[src/rtl/mout_reader_if.sv]
// mout_reader_if: valid/ready word stream from the output-BRAM reader to the host bridge.
// master drives the words; slave supplies backpressure through m_ready.
interface mout_reader_if;
    logic        m_valid;
    logic [31:0] m_data;
    logic        m_last;
    logic        m_ready;

    modport master (
        output m_valid,
        output m_data,
        output m_last,
        input  m_ready
    );

    modport slave (
        input  m_valid,
        input  m_data,
        input  m_last,
        output m_ready
    );
endinterface

[src/rtl/mout_reader.sv]
// mout_reader: after a conv layer completes, fetches packed 4x8-bit result words from the
// output BRAM (second port) and streams them to the host bridge. A small FIFO absorbs the
// 1-cycle BRAM read latency. A read is only issued while a FIFO slot is guaranteed free, so
// every returning word is captured unconditionally.
// Optional running checksum of streamed words: define MOUT_READER_CKSUM_EN.
module mout_reader #(
    parameter int unsigned FIFO_DEPTH = 4,
    parameter int unsigned CNT_W      = 16
) (
    input  logic             clk,
    input  logic             rst,
    input  logic             start,
    input  logic [31:0]      base_addr,
    input  logic [CNT_W-1:0] word_cnt,
    output logic             busy,
    output logic             finish,
    output logic             Mo_en,
    output logic [31:0]      Mo_addr,
    input  logic [31:0]      Mo_R_data,
    output logic [3:0]       Mo_W_req,
    output logic [31:0]      Mo_W_data,
`ifdef MOUT_READER_CKSUM_EN
    output logic [31:0]      cksum,
`endif
    mout_reader_if.master    m_if
);

    localparam int unsigned   AW      = $clog2(FIFO_DEPTH);
    localparam int unsigned   CW      = AW + 1;
    localparam logic [CW-1:0] DEPTH_C = CW'(FIFO_DEPTH);

    typedef enum logic [1:0] {StIdle, StRead, StDrain, StDone} state_e;

    state_e           state_q;
    logic [29:0]      word_ptr_q;
    logic [CNT_W-1:0] issue_left_q;
    logic [CNT_W-1:0] out_left_q;
    logic             busy_q;
    logic             finish_q;
    logic             inflight_q;

    logic [31:0]      fifo_q [FIFO_DEPTH];
    logic [AW-1:0]    wr_ptr_q;
    logic [AW-1:0]    rd_ptr_q;
    logic [CW-1:0]    count_q;

    logic [CW-1:0]    credit_used;
    logic             issue;
    logic             push;
    logic             pop;
    logic             last_pop;
    logic             unused_base;

    // Byte offset within a word is meaningless for word-aligned fetches.
    assign unused_base = ^base_addr[1:0];

    // Slots already committed: words buffered plus the read whose data returns this cycle.
    assign credit_used = count_q + CW'(inflight_q);
    assign issue       = (state_q == StRead) && (issue_left_q != '0) && (credit_used < DEPTH_C);
    assign push        = inflight_q;
    assign pop         = m_if.m_valid & m_if.m_ready;
    assign last_pop    = pop && (out_left_q == CNT_W'(1));

    assign busy      = busy_q;
    assign finish    = finish_q;
    assign Mo_en     = issue;
    assign Mo_addr   = {word_ptr_q, 2'b00};
    assign Mo_W_req  = 4'b0000;
    assign Mo_W_data = 32'h0000_0000;

    assign m_if.m_valid = (count_q != '0);
    assign m_if.m_data  = fifo_q[rd_ptr_q];
    assign m_if.m_last  = m_if.m_valid && (out_left_q == CNT_W'(1));

    // Transfer sequencing: latch the request, issue reads under credit, wait for the last pop.
    always_ff @(posedge clk or negedge rst) begin
        if (!rst) begin
            state_q      <= StIdle;
            word_ptr_q   <= '0;
            issue_left_q <= '0;
            out_left_q   <= '0;
            busy_q       <= 1'b0;
            finish_q     <= 1'b0;
        end else begin
            finish_q <= 1'b0;
            unique case (state_q)
                StIdle: begin
                    if (start) begin
                        word_ptr_q   <= base_addr[31:2];
                        issue_left_q <= word_cnt;
                        out_left_q   <= word_cnt;
                        busy_q       <= 1'b1;
                        // An empty request skips the read phase; DRAIN retires it next cycle.
                        state_q      <= (word_cnt != '0) ? StRead : StDrain;
                    end
                end
                StRead: begin
                    if (issue) begin
                        word_ptr_q   <= word_ptr_q + 30'd1;
                        issue_left_q <= issue_left_q - CNT_W'(1);
                        if (issue_left_q == CNT_W'(1)) begin
                            state_q <= StDrain;
                        end
                    end
                    if (pop) begin
                        out_left_q <= out_left_q - CNT_W'(1);
                    end
                end
                StDrain: begin
                    if (pop) begin
                        out_left_q <= out_left_q - CNT_W'(1);
                    end
                    // finish lands on the cycle right after the final handshake.
                    if (last_pop || (out_left_q == '0)) begin
                        state_q  <= StDone;
                        finish_q <= 1'b1;
                        busy_q   <= 1'b0;
                    end
                end
                StDone: begin
                    state_q <= StIdle;
                end
                default: begin
                    state_q <= StIdle;
                end
            endcase
        end
    end

    // Output FIFO: capture returning BRAM data, pop on stream handshake.
    always_ff @(posedge clk or negedge rst) begin
        if (!rst) begin
            for (int i = 0; i < int'(FIFO_DEPTH); i++) begin
                fifo_q[i] <= '0;
            end
            wr_ptr_q   <= '0;
            rd_ptr_q   <= '0;
            count_q    <= '0;
            inflight_q <= 1'b0;
        end else begin
            inflight_q <= issue;
            if (push) begin
                fifo_q[wr_ptr_q] <= Mo_R_data;
                wr_ptr_q         <= wr_ptr_q + AW'(1);
            end
            if (pop) begin
                rd_ptr_q <= rd_ptr_q + AW'(1);
            end
            if (push && !pop) begin
                count_q <= count_q + CW'(1);
            end else if (!push && pop) begin
                count_q <= count_q - CW'(1);
            end
        end
    end

`ifdef MOUT_READER_CKSUM_EN
    // Running sum of delivered words; holds its final value until the next accepted start.
    always_ff @(posedge clk or negedge rst) begin
        if (!rst) begin
            cksum <= '0;
        end else if ((state_q == StIdle) && start) begin
            cksum <= '0;
        end else if (pop) begin
            cksum <= cksum + m_if.m_data;
        end
    end
`else
    // No checksum hardware in this build.
`endif

endmodule

[src/flat_wrapper.sv]
// flat-port wrapper written by rule: the top's interface ports become plain ports
module mout_reader_flat 
#(
    parameter int unsigned FIFO_DEPTH = 4,
    parameter int unsigned CNT_W      = 16
)
  (clk, rst, start, base_addr, word_cnt, busy, finish, Mo_en, Mo_addr, Mo_R_data, Mo_W_req, Mo_W_data, m_if_m_valid, m_if_m_data, m_if_m_last, m_if_m_ready);
  mout_reader_if m_if_i ();
  input  logic clk;
  input  logic rst;
  input  logic start;
  input  logic [31:0] base_addr;
  input  logic [CNT_W-1:0] word_cnt;
  output logic busy;
  output logic finish;
  output logic Mo_en;
  output logic [31:0] Mo_addr;
  input  logic [31:0] Mo_R_data;
  output logic [3:0] Mo_W_req;
  output logic [31:0] Mo_W_data;
  output wire logic [$bits(m_if_i.m_valid)-1:0] m_if_m_valid;
  output wire logic [$bits(m_if_i.m_data)-1:0] m_if_m_data;
  output wire logic [$bits(m_if_i.m_last)-1:0] m_if_m_last;
  input wire logic [$bits(m_if_i.m_ready)-1:0] m_if_m_ready;
  assign m_if_m_valid = m_if_i.m_valid;
  assign m_if_m_data = m_if_i.m_data;
  assign m_if_m_last = m_if_i.m_last;
  assign m_if_i.m_ready = m_if_m_ready;
  mout_reader #(.FIFO_DEPTH(FIFO_DEPTH), .CNT_W(CNT_W)) u_core (.clk(clk), .rst(rst), .start(start), .base_addr(base_addr), .word_cnt(word_cnt), .busy(busy), .finish(finish), .Mo_en(Mo_en), .Mo_addr(Mo_addr), .Mo_R_data(Mo_R_data), .Mo_W_req(Mo_W_req), .Mo_W_data(Mo_W_data), .m_if(m_if_i));
endmodule
[config.mk]
export PLATFORM = sky130hd
export DESIGN_NAME = mout_reader_flat
export DESIGN_NICKNAME = d
export VERILOG_FILES = /design/src/rtl/mout_reader_if.sv /design/src/rtl/mout_reader.sv /design/src/flat_wrapper.sv
export SDC_FILE = /design/constraint.sdc
export NUM_CORES = 1
export LEC_CHECK = 0
export ABC_CLOCK_PERIOD_IN_PS = 4000
export BUFFER_PORTS_ARGS = -buffer_cell sky130_fd_sc_hd__buf_2
export CORE_UTILIZATION = 47
export DETAILED_ROUTE_END_ITERATION = 8
export PLACE_DENSITY = 0.69
export SLEW_MARGIN = 20
export SYNTH_ARGS = -nofsm -noshare
export SYNTH_HDL_FRONTEND = slang
export SYNTH_SLANG_ARGS = --single-unit
[constraint.sdc]
create_clock -name clk -period 4 [get_ports clk]
set_clock_uncertainty 0.15 [all_clocks]
set_input_delay 0.2 -clock clk [delete_from_list [all_inputs] [get_ports clk]]
set_output_delay 0.2 -clock clk [all_outputs]
set_load 0.01 [all_outputs]
Yosys cells after proc, flatten, opt, wreduce, memory -nomap -nowiden

Index checks and enable logic that the tools add are counted.

Bits of input ports: 84
Register bits: 202
Output and inout port bits: 105
Logic and storage cells: 90

Magnitude comparators: 4
$add $sub $neg: 8
Reduce and logical (&&, ||, !) cells: 24
Muxes and demuxes: 27
Bitwise logic cells: 3
Equality and inequality tests: 10

Operators with widths:

| operator                | count |
|---|---|
| $bwmux W128             | 1 |
| $mux W32                | 3 |
| $bmux W32 S2            | 1 |
| $demux W32 S2           | 1 |
| $pmux W16 S2            | 2 |
| $mux W30                | 2 |
| $pmux W30 S2            | 1 |
| $mux W16                | 3 |
| $eq A16 B1 Y1 const B   | 2 |
| $reduce_bool A16 Y1     | 2 |
| $sub A16 B1 Y16 const B | 2 |
| $add A30 B1 Y30 const B | 1 |
| $logic_not A16 Y1       | 1 |
| $mux W2                 | 5 |
| $reduce_and A3 Y1       | 3 |
| $pmux W2 S4             | 1 |
| $reduce_bool A2 Y1      | 4 |
| $logic_and A1 B1 Y1     | 7 |
| $ge A3 B3 Y1 const B    | 2 |
| $mux W3                 | 2 |
| $ne A2 B1 Y1 const B    | 3 |
| $not A2 Y3              | 2 |
| $add A2 B1 Y2 const B   | 2 |
| $eq A2 B2 Y1 const B    | 2 |
| other kinds (16)        | 21 |

Longest topological paths before layout

Word-level depth: 6
Gate-level depth with buffers: 10
Gate-level depth less buffers: 7

Worst setup path before layout

No wires, ideal clock.

Path kind: register -> register
Start point: register u_core.out_left_q[7]
End point: register u_core.state_q[0]
Path slack: 1.086 ns
Cell stages (with the launch flop): 7
Arrival: 2.637 ns
Data required time: 3.723 ns
Cell sequence: dfrtp_1 or4_1 buf_2 or4_4 or4_4 a221o_1 mux2_1

Word-level cells in the longest chain between the ends: 5
Elaborated cells on any way between the ends: 6
Those cells by class: 2 x eq/ne; 4 x reduce/logical

Ends and longest elaborated chain:

| item                          | RTL line           | RTL |
|---|---|---|
| from (decl)                   | mout_reader.sv:37  | `logic [CNT_W-1:0] out_left_q;` |
| from (signal assigned)        | mout_reader.sv:91  | `out_left_q <= word_cnt;` |
| from (signal assigned)        | mout_reader.sv:106 | `out_left_q <= out_left_q - CNT_W'(1);` |
| from (signal assigned)        | mout_reader.sv:111 | `out_left_q <= out_left_q - CNT_W'(1);` |
| $eq A16 B1 Y1                 | mout_reader.sv:62  | `assign last_pop = pop && (out_left_q == CNT_W'(1));` |
| $logic_and A1 B1 Y1           | mout_reader.sv:62  |  |
| $logic_or A1 B1 Y1 *          | mout_reader.sv:114 | `if (last_pop \|\| (out_left_q == '0)) begin` |
| $ne A2 B1 Y1 (no line) *      | -                  |  |
| $reduce_and A4 Y1 (no line) * | -                  |  |
| to (signal assigned)          | mout_reader.sv:115 | `state_q <= StDone;` |
| to (signal assigned)          | mout_reader.sv:121 | `state_q <= StIdle;` |
| to (signal assigned)          | mout_reader.sv:124 | `state_q <= StIdle;` |
| to (decl)                     | mout_reader.sv:34  | `state_e state_q;` |

Every way passes the cells marked *; elsewhere a longest branch is shown, timed or not.
A chain may end at the register's enable or synchronous reset.

Worst setup path in the final report

Start point: register u_core.state_q[1]
End point: output Mo_en

Word-level cells in the longest chain between the ends: 3

Ends and longest elaborated chain:

| item                              | RTL line           | RTL |
|---|---|---|
| from (signal assigned)            | mout_reader.sv:78  | `state_q <= StIdle;` |
| from (signal assigned)            | mout_reader.sv:94  | `state_q <= (word_cnt != '0) ? StRead : StDrain;` |
| from (signal assigned)            | mout_reader.sv:102 | `state_q <= StDrain;` |
| $eq A2 B1 Y1                      | mout_reader.sv:59  | `assign issue = (state_q == StRead) && (issue_left_q != '0) && (credit_used < DEPTH_C);` |
| $logic_and A1 B1 Y1 (2 in series) | mout_reader.sv:59  |  |
| to (decl)                         | flat_wrapper.sv:16 | `output logic Mo_en;` |

Every way passes these cells.

==> impl_metrics.tcl <==
set metrics [dict create \
    htreeDepth 1 \
    synth-seq-cells 202 \
    synthArstFlopShare_pct 100 \
    placed_area_mm2 0.0116 \
    max_slew_margin_pct 38.4 \
    drive_gt1_share_pct 34.7 \
    crit_path_end_kind "primary output" \
    setup_viol 0 \
    drt_pre_antenna_iters 7 \
    synth_edf_count 0 \
    irDropWorstVdd_mv 0.459 \
    synthFlopType "dfrtp_1" \
    cp_max_fo 41 \
    path_clk_slew_ns 0.06 \
    wl_per_cell_um 19.0 \
    cts_resized 0 \
    cts_buffers 23 \
    synth_common_cells "dfrtp_1, mux2_2, clkbuf_1" \
    drv_cap 0 \
    antenna_found_initial 0 \
    gr-usage-all-layers_pct 23.3 \
    place.gp.congestion 0.877 \
    root_buffer "clkbuf_16" \
    vias 8282 \
    yosysTopAreaCell "dfrtp_1" \
    status "finished, violations left" \
    cp.arrival_ns 2.75 \
    grt_start_max_net_pins 102 \
    syn_inst 914 \
    gr-total-overflow 0 \
    diodes 0 \
    r2r_cells 5 \
    fin_tns_setup_ns 0 \
    layout_min_cycle_time_ns 3.10 \
    power_leakage_nw 5.65 \
    period_share_pct 77.5 \
    pre_cts_ws_ns 0.947 \
    clock_latency_ns 0.52 \
    synth.most_common_cell "dfrtp_1" \
    power_mw 11.2 \
    cellPowerDensity_mw_per_mm2 852 \
    fp.dieW_um 153 \
    crit_required_ns 3.65 \
    fp.coreArea_mm2 0.0220 \
    ant_nets 0 \
    drt_wl_total_mm 27.0 \
    rsz0062_at_grt "no" \
    cp_cell_sequence "inv_1 -> ha_1 -> buf_4 -> inv_1 -> buf_4 -> nor2_1 -> buf_2" \
    max_freq_mhz 323 \
    area_delta_synth_final_pct 23.0 \
    synth_area_mm2 0.0107 \
    synth_area_per_cell_um2 11.7 \
    finalNonFillerCells 1420 \
    fin_ws_ns 0.900 \
    synth_area_leaders "dfrtp_1, mux2_2, mux4_2" \
    initial_utilization_pct 48.4 \
    seq_area_frac_synth_pct 47.5 \
    fin_area_mm2 0.0131 \
    place_hpwl_mm 16.9 \
    hold_depth 4 \
    synth_top_area_share_pct 47.5 \
    synth_cell_type_count 65 \
    cts_tree "done" \
    worstSetupPathType "flop to primary output" \
    die_height_um 153 \
    violations "design-rule violations" \
    drt_first_iter_violations 474 \
    port_buffers 148 \
    grt_pass1_vias 8382 \
    rows 54 \
    final_util_pct 59.5 \
    drt-vias-per-instance 5.83 \
    drcViolationCount 12 \
    pin_count 189 \
    clkSinkCount 202 \
    die-area_mm2 0.0233 \
    placed_cells 1300 \
    holdBufCountCts 79 \
    yosysWarnings 0 \
    slowest_stage "buf_4" \
    num-nets-final 1222 \
    min_path_type "input port to flop" \
    hold_viol 0 \
    grt_pass1_wl_mm 43.9 \
    start_kind "flop" \
    critPathMaxStageDelay_ns 0.42 \
    clockBufferDepth 3 \
    slew_violations 0 \
    tightest_slew_ns 0.915 \
    cts_setup_buffers 0 \
    hold_ws_ns 0.0517 \
]
[report_power, final]
| group | internal (mW) | leakage, nW | switching (mW) |
|---|---|---|---|
| Clock | 1.24 | 0.378 | 0.855 |
| Combinational | 2.51 | 2.91 | 2.53 |
| Sequential | 3.12 | 2.36 | 0.908 |
| Total | 6.87 | 5.65 | 4.30 |
[path summary, 6_finish.rpt]
kind | start | end | slack, ns
max in group asynchronous | rst | u_core.fifo_q[116] | 2.63
setup / recovery | u_core.state_q[1] | Mo_en | 0.90
hold reg to reg | u_core.issue_left_q[11] | u_core.issue_left_q[11] | 0.35
min in group asynchronous | rst | u_core.fifo_q[101] | 0.20
hold / removal | base_addr[27] | u_core.word_ptr_q[25] | 0.05
setup reg to reg | u_core.out_left_q[7] | u_core.state_q[0] | 0.95
[logic make-up after synthesis]
family / Yosys count / synth area share, %
AND/OR/NAND/NOR: 236 / 11.8
flip-flops: 202 / 47.5
multiplexers: 184 / 22.6
AO/OA/AOI/OAI: 145 / 9.94
buffers and inverters: 124 / 5.73
adder cells (fa/ha/maj): 14 / 1.72
XOR/XNOR: 8 / 0.658
other: 1 / 0.0352
[registers in the layout, indices dropped and copies added, names as in the netlist]
name	flops
u_core.fifo_q	128
u_core.wr_ptr_q	2
u_core.issue_left_q	16
u_core.state_q	2
u_core.count_q	3
u_core.out_left_q	16
u_core.word_ptr_q	30
u_core.inflight_q	1
u_core.finish	1
u_core.busy	1
u_core.rd_ptr_q	2
[area by class of cell]
type,instances,area (µm²)
inverter,22,82.6
clock inverter,9,87.6
fill,1814,8930
clock buffer,32,669
multi-input combinational,625,5130
sequential,202,5060
timing repair buffer,250,1730
tap,280,350
[worst max-delay path, delay by kind of cell (launching register included)]
kind	cells	cell delay [ns]
buffers and inverters	5	1.29
DFF	1	0.39
and+or+nand+nor	1	0.33
adders and majority gates	1	0.20
[metal layers]
metal | GRT usage (%) | routed length, µm | up-vias
met4 | 5.34 | 463 | 0
li1 | - | - | 3818
met3 | 3.04 | 1450 | 37
met2 | 40.5 | 13500 | 256
met1 | 31.0 | 11500 | 4171
met5 | 0 | 0 | -
[layout by cell type, fill, tap and decap left out, types with 5 or more instances in the layout]
master,synthesis,final
dfrtp_1,202,201
buf_2,2,147
mux2_2,133,133
dlygate4sd3_1,0,79
nand2_1,41,41
conb_1,1,38
nor2_1,36,36
mux4_2,32,32
nand3_1,32,32
a21oi_1,26,26
nor4_1,23,23
nor3_1,23,23
clkbuf_16,0,23
inv_1,22,22
nand4_1,22,22
buf_4,38,22
o21ai_0,20,20
mux2i_1,17,16
and3_1,15,15
ha_1,13,13
a22oi_1,12,12
o22ai_1,12,12
or3_1,11,11
a311oi_1,11,11
or4_1,8,8
o221a_2,8,8
clkbuf_8,0,7
clkinv_2,0,6
o31ai_1,5,5
or2_2,5,5
o21a_1,5,5
o32a_1,5,5
Power figures use the tool's default switching activity.
